===== src/rtl/eth_rx_dispatch.sv =====
// eth_rx_dispatch: RX frame controller dispatching payload to ARP/IPv4 handlers; RX_DISPATCH_FILTER_EN enables the dst MAC filter.
module eth_rx_dispatch #(
    parameter logic [47:0] LOCAL_MAC = 48'h000A35000001,
    parameter logic [15:0] TIMEOUT   = 16'd2048
) (
    input  logic        clk,
    input  logic        rst,
    input  logic        frame_start,
    output logic        mac_fs,
    input  logic        mac_fd,
    input  logic        mode_fs,
    output logic        mode_fd,
    input  logic [15:0] eth_type,
    input  logic [47:0] dst_mac,
    output logic        arp_fs,
    input  logic        arp_fd,
    output logic        ip_fs,
    input  logic        ip_fd,
    output logic [15:0] drop_cnt,
    output logic        busy
);
    typedef enum logic [3:0] {IDLE, WAIT, HOLD, CHECK, ARP, IP, DROP, REST, DONE} state_t;
    state_t state_q, state_d;
    logic [15:0] cnt_q, cnt_d, drop_q, drop_d;
    logic filt, hs_fd, tmo, drop_inc;
`ifdef RX_DISPATCH_FILTER_EN
    assign filt = (dst_mac == LOCAL_MAC) || (dst_mac == 48'hFFFFFFFFFFFF);
`else
    logic unused_dst;
    assign unused_dst = ^dst_mac;
    assign filt = 1'b1;
`endif
    always_comb begin
        hs_fd    = (state_q == ARP) ? arp_fd : ip_fd;
        tmo      = cnt_q == TIMEOUT - 16'd1;
        state_d  = state_q;
        drop_inc = 1'b0;
        case (state_q)
            IDLE:    state_d = WAIT;
            WAIT:    state_d = frame_start ? HOLD : WAIT;
            HOLD:    state_d = mode_fs ? CHECK : HOLD;
            CHECK:   state_d = !filt ? DROP : eth_type == 16'h0806 ? ARP : eth_type == 16'h0800 ? IP : DROP;
            ARP, IP: begin
                // fd beats a coincident timeout, so only a bare timeout counts as a drop
                state_d  = (hs_fd || tmo) ? REST : state_q;
                drop_inc = tmo && !hs_fd;
            end
            DROP: begin
                state_d  = REST;
                drop_inc = 1'b1;
            end
            REST:    state_d = mac_fd ? DONE : REST;
            DONE:    state_d = frame_start ? DONE : WAIT;
            default: state_d = IDLE;
        endcase
        cnt_d  = (state_d != state_q) ? 16'd0 : (state_q == ARP || state_q == IP) ? cnt_q + 16'd1 : cnt_q;
        drop_d = (drop_inc && drop_q != 16'hFFFF) ? drop_q + 16'd1 : drop_q;
    end
    always_ff @(posedge clk or posedge rst) begin
        if (rst) begin
            state_q <= IDLE;
            cnt_q   <= 16'd0;
            drop_q  <= 16'd0;
        end else begin
            state_q <= state_d;
            cnt_q   <= cnt_d;
            drop_q  <= drop_d;
        end
    end
    assign mac_fs   = state_q inside {HOLD, CHECK, ARP, IP, DROP, REST};
    assign mode_fd  = state_q == REST;
    assign arp_fs   = state_q == ARP;
    assign ip_fs    = state_q == IP;
    assign busy     = !(state_q == IDLE || state_q == WAIT);
    assign drop_cnt = drop_q;
endmodule

===== config.mk =====
export PLATFORM = sky130hd
export DESIGN_NAME = eth_rx_dispatch
export DESIGN_NICKNAME = d
export VERILOG_FILES = /design/src/rtl/eth_rx_dispatch.sv
export SDC_FILE = /design/constraint.sdc
export NUM_CORES = 1
export LEC_CHECK = 0
export BUFFER_PORTS_ARGS = -buffer_cell sky130_fd_sc_hd__buf_2
export CAP_MARGIN = 20
export CORE_UTILIZATION = 48
export CTS_CLUSTER_DIAMETER = 120
export DETAILED_ROUTE_END_ITERATION = 10
export GPL_TIMING_DRIVEN = 0
export PLACE_DENSITY = 0.78
export SLEW_MARGIN = 20
export SYNTH_ARGS = -nofsm -noshare
export SYNTH_HDL_FRONTEND = slang
export SYNTH_SLANG_ARGS = --single-unit

===== constraint.sdc =====
create_clock -name clk -period 2.6 [get_ports clk]
set_input_delay 0.39 -clock clk [delete_from_list [all_inputs] [get_ports clk]]
set_output_delay 0.39 -clock clk [all_outputs]
set_load 0.02 [all_outputs]

### After elaboration in Yosys (flattened, before gate mapping)

Index checks and enable logic that the tools add are counted.

* memories: 0
* bits in registers: 36
* bits in read-only memories: 0
* logic and storage cells: 41
* input bits: 71
* output and inout port bits: 21
* bits in writable memories: 0
* bits in latches: 0

* order comparisons: 0
* multipliers: 0
* equality and inequality tests: 13
* bitwise logic cells: 0
* div/mod/pow operators: 0
* $add $sub $neg: 2
* shifts and indexed selects: 0
* mux-type cells: 12
* reduce and logical (&&, ||, !) cells: 11

Operators by type and width (number)
* 16-bit by 1-bit adder with 16-bit output, second input constant: 2
* 16-bit by 12-bit == test with 1-bit output, second input constant: 2
* 16-bit two-way mux: 2
* 4-bit one-hot mux with 8 select lines: 1
* 16-bit by 11-bit == test with 1-bit output, second input constant: 1
* 4-bit by 3-bit == test with 1-bit output, second input constant: 4
* 16-bit != test, second input constant: 1
* 4-bit two-way mux: 3
* 4-bit by 2-bit == test with 1-bit output, second input constant: 2
* 2-bit two-way mux: 3
* 6-bit nonzero test: 1
* 4-bit by 1-bit == test with 1-bit output, second input constant: 1
* 4-bit == test, second input constant: 1
* 4-bit logical NOT: 1
* 4-bit != test: 1
* 1-bit logical OR: 3
* 1-bit logical AND: 2
* 1-bit logical NOT: 2
* 1-bit two-way mux: 2
* 1-bit one-hot mux with 2 select lines: 1
* 2-bit nonzero test: 1
* 2-bit OR reduction: 1

### Longest topological paths before layout

Gate-level depths: netlist of run 1.

* word-level depth: 7
* gate-level depth with buffers: 8

### Least setup slack after synthesis of run 1

Ideal clock, no wire load.

* path type: reg-to-reg
* start point: reg state_q[1]
* end point: reg cnt_q[0]
* arrival: 2358 ps
* slack: 155 ps
* period minus slack after synthesis: 2445 ps
* stages on the path, launching flop included: 9
* library setup time: 87 ps
* path buffers: 3
* cells stage by stage: dfrtp_1 -> buf_4 -> nor4b_4 -> mux2_4 -> o21ai_2 -> or4b_1 -> buf_2 -> buf_6 -> a211oi_2

* word-level cells in the longest chain between the ends: 7
* elaborated cells on any way between the ends: 18

RTL lines
* start, declared: line 23 `state_t state_q, state_d;`
* start signal, assigned: line 65 `state_q <= state_d;`
* 4-bit by 3-bit == test with 1-bit output (*)
* net arp_fs: line 15 `output logic arp_fs,`
* 1-bit two-way mux: line 34 `hs_fd = (state_q == ARP) ? arp_fd : ip_fd;`
* 1-bit logical OR: line 45 `state_d = (hs_fd || tmo) ? REST : state_q;`
* 4-bit two-way mux: line 45
* 4-bit one-hot mux with 8 select lines: line 38 `case (state_q)`
* 4-bit != test: line 56 `cnt_d = (state_d != state_q) ? 16'd0 : (state_q == ARP || state_q == IP) ? cnt_q + 16'd1 : cnt_q;`
* 16-bit two-way mux / 2-bit nonzero test (equally long branches)
* end signal, assigned: line 66 `cnt_q <= cnt_d;`
* end, declared: line 24 `logic [15:0] cnt_q, cnt_d, drop_q, drop_d;`

The timed path passes the listed nets; every way through them passes the cells marked *.
A chain may end at the register's enable or synchronous reset.

### Worst setup path in the final report of run 1

* start point: reg state_q[1]
* end point: reg cnt_q[1]

* word-level cells in the longest chain between the ends: 7
* elaborated cells on any way between the ends: 18

RTL lines (line)
* 4-bit by 3-bit == test with 1-bit output: 34, 38, 56
* 1-bit two-way mux: 34
* 1-bit logical OR: 45
* 4-bit two-way mux: 45
* 4-bit one-hot mux with 8 select lines: 38
* 4-bit != test: 56
* 16-bit two-way mux / 2-bit nonzero test (equally long branches)

Several ways; a longest one is shown, not always the timed one.

==> results of run 1 <==
Yosys cell counts, types with 4 or more instances:
cell type	number
nand3_1	12
xor2_1	4
nand2_1	23
a211oi_1	6
o21a_1	6
nand4_1	12
a211oi_2	10
o21ai_0	9
dfrtp_1	36
and3_1	9
nor3_1	12
buf_2	4
inv_1	8
nor2_1	11
xnor2_1	20
a21oi_1	4
final cells by class:
type	count	area share, %
multi-input combinational	181	47.4
tap	52	2.47
inverter	8	1.14
timing repair buffer	43	8.16
sequential	36	34.2
clock buffer	6	2.75
clock inverter	2	1.33
buffer	11	2.61
worst max path at each step:
stage / slack, ns / end / cells past startpoint / startpoint
3_3_place_gp: 0.17 / cnt_q[0] / 7 / eth_type[13]
4_1_cts: 0.15 / cnt_q[1] / 8 / state_q[1]
5_1_grt: 0.01 / cnt_q[1] / 8 / state_q[1]
3_5_place_dp: 0.13 / cnt_q[0] / 7 / eth_type[13]
6_report: 0.15 / cnt_q[1] / 8 / state_q[1]
2_1_floorplan: 0.16 / cnt_q[0] / 8 / state_q[1]
metrics by stage:
stage               area, sq um  hold WS, ns  worst slack (ns)  total power, uW
floorplan                  2250        0.537             0.155             1620
global placement           2530        0.485             0.167             1890
detailed placement         2530        0.492             0.130             1920
CTS                        2640        0.245             0.146             2410
global route               2640        0.299            0.0138             2560
finish                     2640        0.227             0.150             2400
flip-flops by register name, indices dropped and copies added, names as in the netlist:
name / count
cnt_q: 16
drop_cnt: 16
state_q: 4
kinds of logic after synthesis:
| kind of cell | count (synthesis) | synth area share, % |
|---|---|---|
| AOI/OAI and AO/OA | 51 | 18.1 |
| buffers and inverters | 19 | 4.40 |
| and+or+nand+nor | 101 | 25.4 |
| xor gates and xnor gates | 24 | 9.35 |
| muxes | 3 | 1.61 |
| adders and majority gates | 2 | 1.11 |
| DFF | 36 | 40.1 |
worst max-delay path: cells and delay by family (launching register included):
kind	cells	cell delay (ns)
AND/OR/NAND/NOR	2	0.76
buffers and inverters	3	0.52
AO/OA/AOI/OAI	2	0.37
flip-flops	1	0.36
multiplexers	1	0.35
layer usage:
metal	vias to the layer above	wire length, um	part of all wire, %
met2	38	2450	50
li1	977	-	-
met3	9	152	3.1
met1	971	2240	46
met4	0	73	1.5
met5	-	0	0
where the power goes:
| part | switching, uW | internal [uW] |
|---|---|---|
| Clock | 207 | 285 |
| Combinational | 789 | 404 |
| Sequential | 76.7 | 642 |
==> flow_summary.json, run 1 <==
{
  "detail-route-antenna-nets": 0,
  "avgRoutedWirePerCell_um": 14.5,
  "dieArea_sq_um": 4960,
  "cts_tree": "done",
  "p_per_area_nw_per_um2": 912,
  "rsz0062_at_grt": "false",
  "hold_buffers": 0,
  "timing.final.crit_share_pct": 94.2,
  "drv_slew": 0,
  "layout-drive-gt1-share_pct": 26.5,
  "clk_pin_slew_ns": 0.08,
  "startpoint_type": "flop",
  "synth_top_flop_cell": "dfrtp_1",
  "drt-vias-per-instance": 5.88,
  "clkLatencyLatePin_ns": 0.29,
  "htree_levels": 2,
  "reg2reg_slack_ns": 0.15,
  "worstRegToRegCells": 8,
  "yosys_warnings": 0,
  "synthArstFlopShare_pct": 100,
  "final_cell_mix": "buf_2 (47), dfrtp_1 (36), nand2_1 (23)",
  "yosysTopAreaCellShare_pct": 40.1,
  "die_y_um": 70.4,
  "reg2reg_from": "state_q[1]",
  "yosysTopAreaCell": "dfrtp_1",
  "coreArea_sq_um": 4410,
  "ioPinCount": 92,
  "cp.required_ns": 2.80,
  "synthCells": 236,
  "grt_pass1_wl_um": 8500,
  "multi_input_comb_area_sq_um": 1250,
  "synth_fp_nets": 309,
  "path_max_fanout": 10,
  "busiest_layer": "met2",
  "grt_pass1_vias": 1851,
  "post-route-util_pct": 59.7,
  "arrival_ns": 2.65,
  "ys_ff_latch": 36,
  "min_period_ns": 2.45,
  "mostFrequentLayoutCell": "buf_2",
  "use_met3_pct": 3.90,
  "wirelength_um": 4910,
  "slew_headroom_pct": 45.3,
  "numCtsBuffers": 5,
  "grt_util_met2_pct": 34.9,
  "setup_tns_ns": 0,
  "synthTopCellsByArea": "dfrtp_1 (40%), xnor2_1 (7.8%), a211oi_2 (5.6%), nand2_1 (3.8%), nand4_1 (3.3%)",
  "hold_viol": 0,
  "setup_viol": 0,
  "grt_start_max_net_pins": 37,
  "diodes": 0,
  "initial_core_util_pct": 50.9,
  "cts_resized": 0,
  "vdd_drop_max_mv": 0.821,
  "max-cap-violations": 0,
  "place_congestion": 0.849,
  "regArea_sq_um": 901,
  "synth_seq_area_share_pct": 40.1,
  "worstPathCellList": "buf_4 -> nor4b_4 -> mux2_4 -> o21ai_2 -> or4b_1 -> buf_2 -> buf_6 -> a211oi_2",
  "cp_slowest_stage_delay_ns": 0.45,
  "grt_overflow": 0,
  "synth_cell_types": 52,
  "ctsRootBufferMaster": "clkbuf_8",
  "min_path_type": "input port to asynchronous set/reset pin",
  "clk_path_buf_depth": 2,
  "drt_pre_antenna_iters": 4,
  "post_cts_buffers": 0,
  "grt.total_usage_pct": 21.5,
  "drc": 0,
  "drtIter0Drc": 132,
  "areaGrowthSynthToFinish_pct": 17.3,
  "port_buffers": 43,
  "fp.dieW_um": 70.4,
  "synthesis.area_sq_um": 2250,
  "grt_use_met1_pct": 28.8,
  "place_inst": 331,
  "antenna_found_initial": 0,
  "synth_edf_count": 0,
  "vias": 1995,
  "syn_avg_cell_area_sq_um": 9.53,
  "instances_no_fill": 339,
  "fill_cells": 384,
  "crit_type": "flop to flop",
  "p_leak_uw": 0.00111,
  "skew_ns": 0.00981,
  "end_kind": "flop",
  "slowest_stage": "or4b_1",
  "nNetsFinal": 359,
  "r2r-end": "cnt_q[1]",
  "max_freq_mhz": 408,
  "post-dp-hpwl_um": 3450,
  "num_rows": 24,
  "status": "complete, no violations",
  "cts_sinks": 36,
  "worst_pin_slew_ns": 0.817
}
(Power assumes the default switching activity.)
==> run 2, diff against run 1 <==
Settings changed: CTS_BUF_LIST from default to sky130_fd_sc_hd__clkbuf_16.
==> flow_summary.json, run 2 (same netlist as run 1, synthesis figures left out) <==
{
  "status": "complete, no violations",
  "ioPinCount": 92,
  "path_max_fanout": 10,
  "slew_headroom_pct": 45.8,
  "rsz0062_at_grt": "false",
  "cts_resized": 0,
  "cellInternalPower_uw": 1490,
  "min_path_type": "input port to asynchronous set/reset pin",
  "diodes": 0,
  "worst-path-stages": 8,
  "skew_ns": 0.00470,
  "startpoint_type": "flop",
  "crit_start": "state_q[1]",
  "drt_pre_antenna_iters": 4,
  "fp.dieW_um": 70.4,
  "max-cap-violations": 0,
  "num_rows": 24,
  "cp_slowest_stage_delay_ns": 0.45,
  "reg2reg_from": "state_q[1]",
  "die_y_um": 70.4,
  "p_per_area_nw_per_um2": 958,
  "grt.total_usage_pct": 21.9,
  "setup_viol": 0,
  "min_period_ns": 2.44,
  "initial_core_util_pct": 50.9,
  "cts_tree": "done",
  "coreArea_sq_um": 4410,
  "fin_hold_ws_ns": 0.247,
  "drt-vias-per-instance": 5.84,
  "hold_buffers": 0,
  "clock_power_share_pct": 25.8,
  "switching_share_pct": 42.1,
  "drtIter0Drc": 117,
  "cts_sinks": 36,
  "max_freq_mhz": 409,
  "port_buffers": 43,
  "grt_start_max_net_pins": 37,
  "grt_overflow": 0,
  "layout-drive-gt1-share_pct": 26.5,
  "hold_viol": 0,
  "clkLatencyLatePin_ns": 0.28,
  "grt_pass1_wl_um": 8600,
  "dieArea_sq_um": 4960,
  "areaGrowthSynthToFinish_pct": 19.8,
  "endpoint": "cnt_q[1]",
  "reg2reg_slack_ns": 0.16,
  "numCtsBuffers": 5,
  "worstPathCellList": "buf_4 -> nor4b_4 -> mux2_4 -> o21ai_2 -> or4b_1 -> buf_2 -> buf_6 -> a211oi_2",
  "setup_tns_ns": 0,
  "crit_buf_inv": 3,
  "mostFrequentLayoutCell": "buf_2",
  "timing.final.crit_share_pct": 94.0,
  "instances_no_fill": 339,
  "p_switching_uw": 1090,
  "nNetsFinal": 359,
  "clk_pin_slew_ns": 0.05,
  "post_cts_buffers": 0,
  "crit_type": "flop to flop",
  "combPwrFrac_pct": 46.3,
  "place_congestion": 0.849,
  "avgRoutedWirePerCell_um": 14.5,
  "vias": 1981,
  "crit_family": "simple AND/OR/NAND/NOR gates",
  "detail-route-antenna-nets": 0,
  "cp.required_ns": 2.79,
  "clk_path_buf_depth": 2,
  "end_kind": "flop",
  "worst_pin_slew_ns": 0.810,
  "final_cell_mix": "buf_2 (47), dfrtp_1 (36), nand2_1 (23)",
  "ctsRootBufferMaster": "clkbuf_16",
  "setup_ws_ns": 0.155,
  "slowest_stage": "or4b_1",
  "drc": 0,
  "p_leak_uw": 0.00114,
  "r2r-end": "cnt_q[1]",
  "pre_cts_ws_ns": 0.130,
  "arrival_ns": 2.64,
  "vdd_drop_max_mv": 0.835,
  "worstRegToRegCells": 8,
  "place_inst": 331,
  "grt_pass1_vias": 1874,
  "htree_levels": 2,
  "seq_power_share_pct": 27.9,
  "wirelength_um": 4920,
  "post-dp-hpwl_um": 3450,
  "antenna_found_initial": 0,
  "drv_slew": 0
}
run 2: cell types whose count changed in the layout (fill, tap and decap cells not counted):
cell / change
clkbuf_8: -5
clkbuf_1: -1
clkbuf_16: +5
inv_1: +1
run 2: metrics by stage:
stage / util (%) / total power (uW) / area, sq um
detailed placement: 57.3 / 1920 / 2530
finish: 61.0 / 2580 / 2690
floorplan: - / 1620 / 2250
global placement: 57.3 / 1890 / 2530
CTS: 61.0 / 2600 / 2690
global route: 61.0 / 2740 / 2690
run 2: final cells by class:
cell class	instances	area, sq um
Fill cell	379	1720
Multi-Input combinational cell	181	1250
Sequential cell	36	901
Timing Repair Buffer	43	215
Clock buffer	5	125
Buffer	11	68.8
Tap cell	52	65.1
Clock inverter	3	38.8
Inverter	8	30.0
run 2: worst min-delay path by stage:
stage | endpoint | cells after the start
2_1_floorplan | state_q[3] | 2
5_1_grt | drop_cnt[5] | 2
6_report | drop_cnt[1] | 2
4_1_cts | drop_cnt[5] | 2
3_5_place_dp | drop_cnt[7] | 1
3_3_place_gp | drop_cnt[11] | 1
run 2: power by group through the flow:
stage / clock network (uW) / registers (uW) / logic, uW
5_1_grt: 707 / 729 / 1310
2_1_floorplan: 0 / 775 / 844
4_1_cts: 686 / 719 / 1190
3_3_place_gp: 0 / 724 / 1170
6_report: 666 / 719 / 1190
3_5_place_dp: 0 / 727 / 1190
run 2: routing by layer:
layer / up-vias / track usage (%) / share of wire (%) / wire length, um
met4: 0 / 6.67 / 1.4 / 70
met3: 9 / 4.76 / 3.2 / 156
met2: 36 / 35.7 / 51 / 2500
met1: 955 / 29.0 / 45 / 2200
li1: 981 / - / - / -
met5: - / 0 / 0 / 0
run 2: worst reg2reg max path, cell delays in order (launching register included):
cell	delay (ns)
dfrtp_1	0.36
buf_4	0.16
nor4b_4	0.31
mux2_4	0.35
o21ai_2	0.20
or4b_1	0.45
buf_2	0.19
buf_6	0.17
a211oi_2	0.18
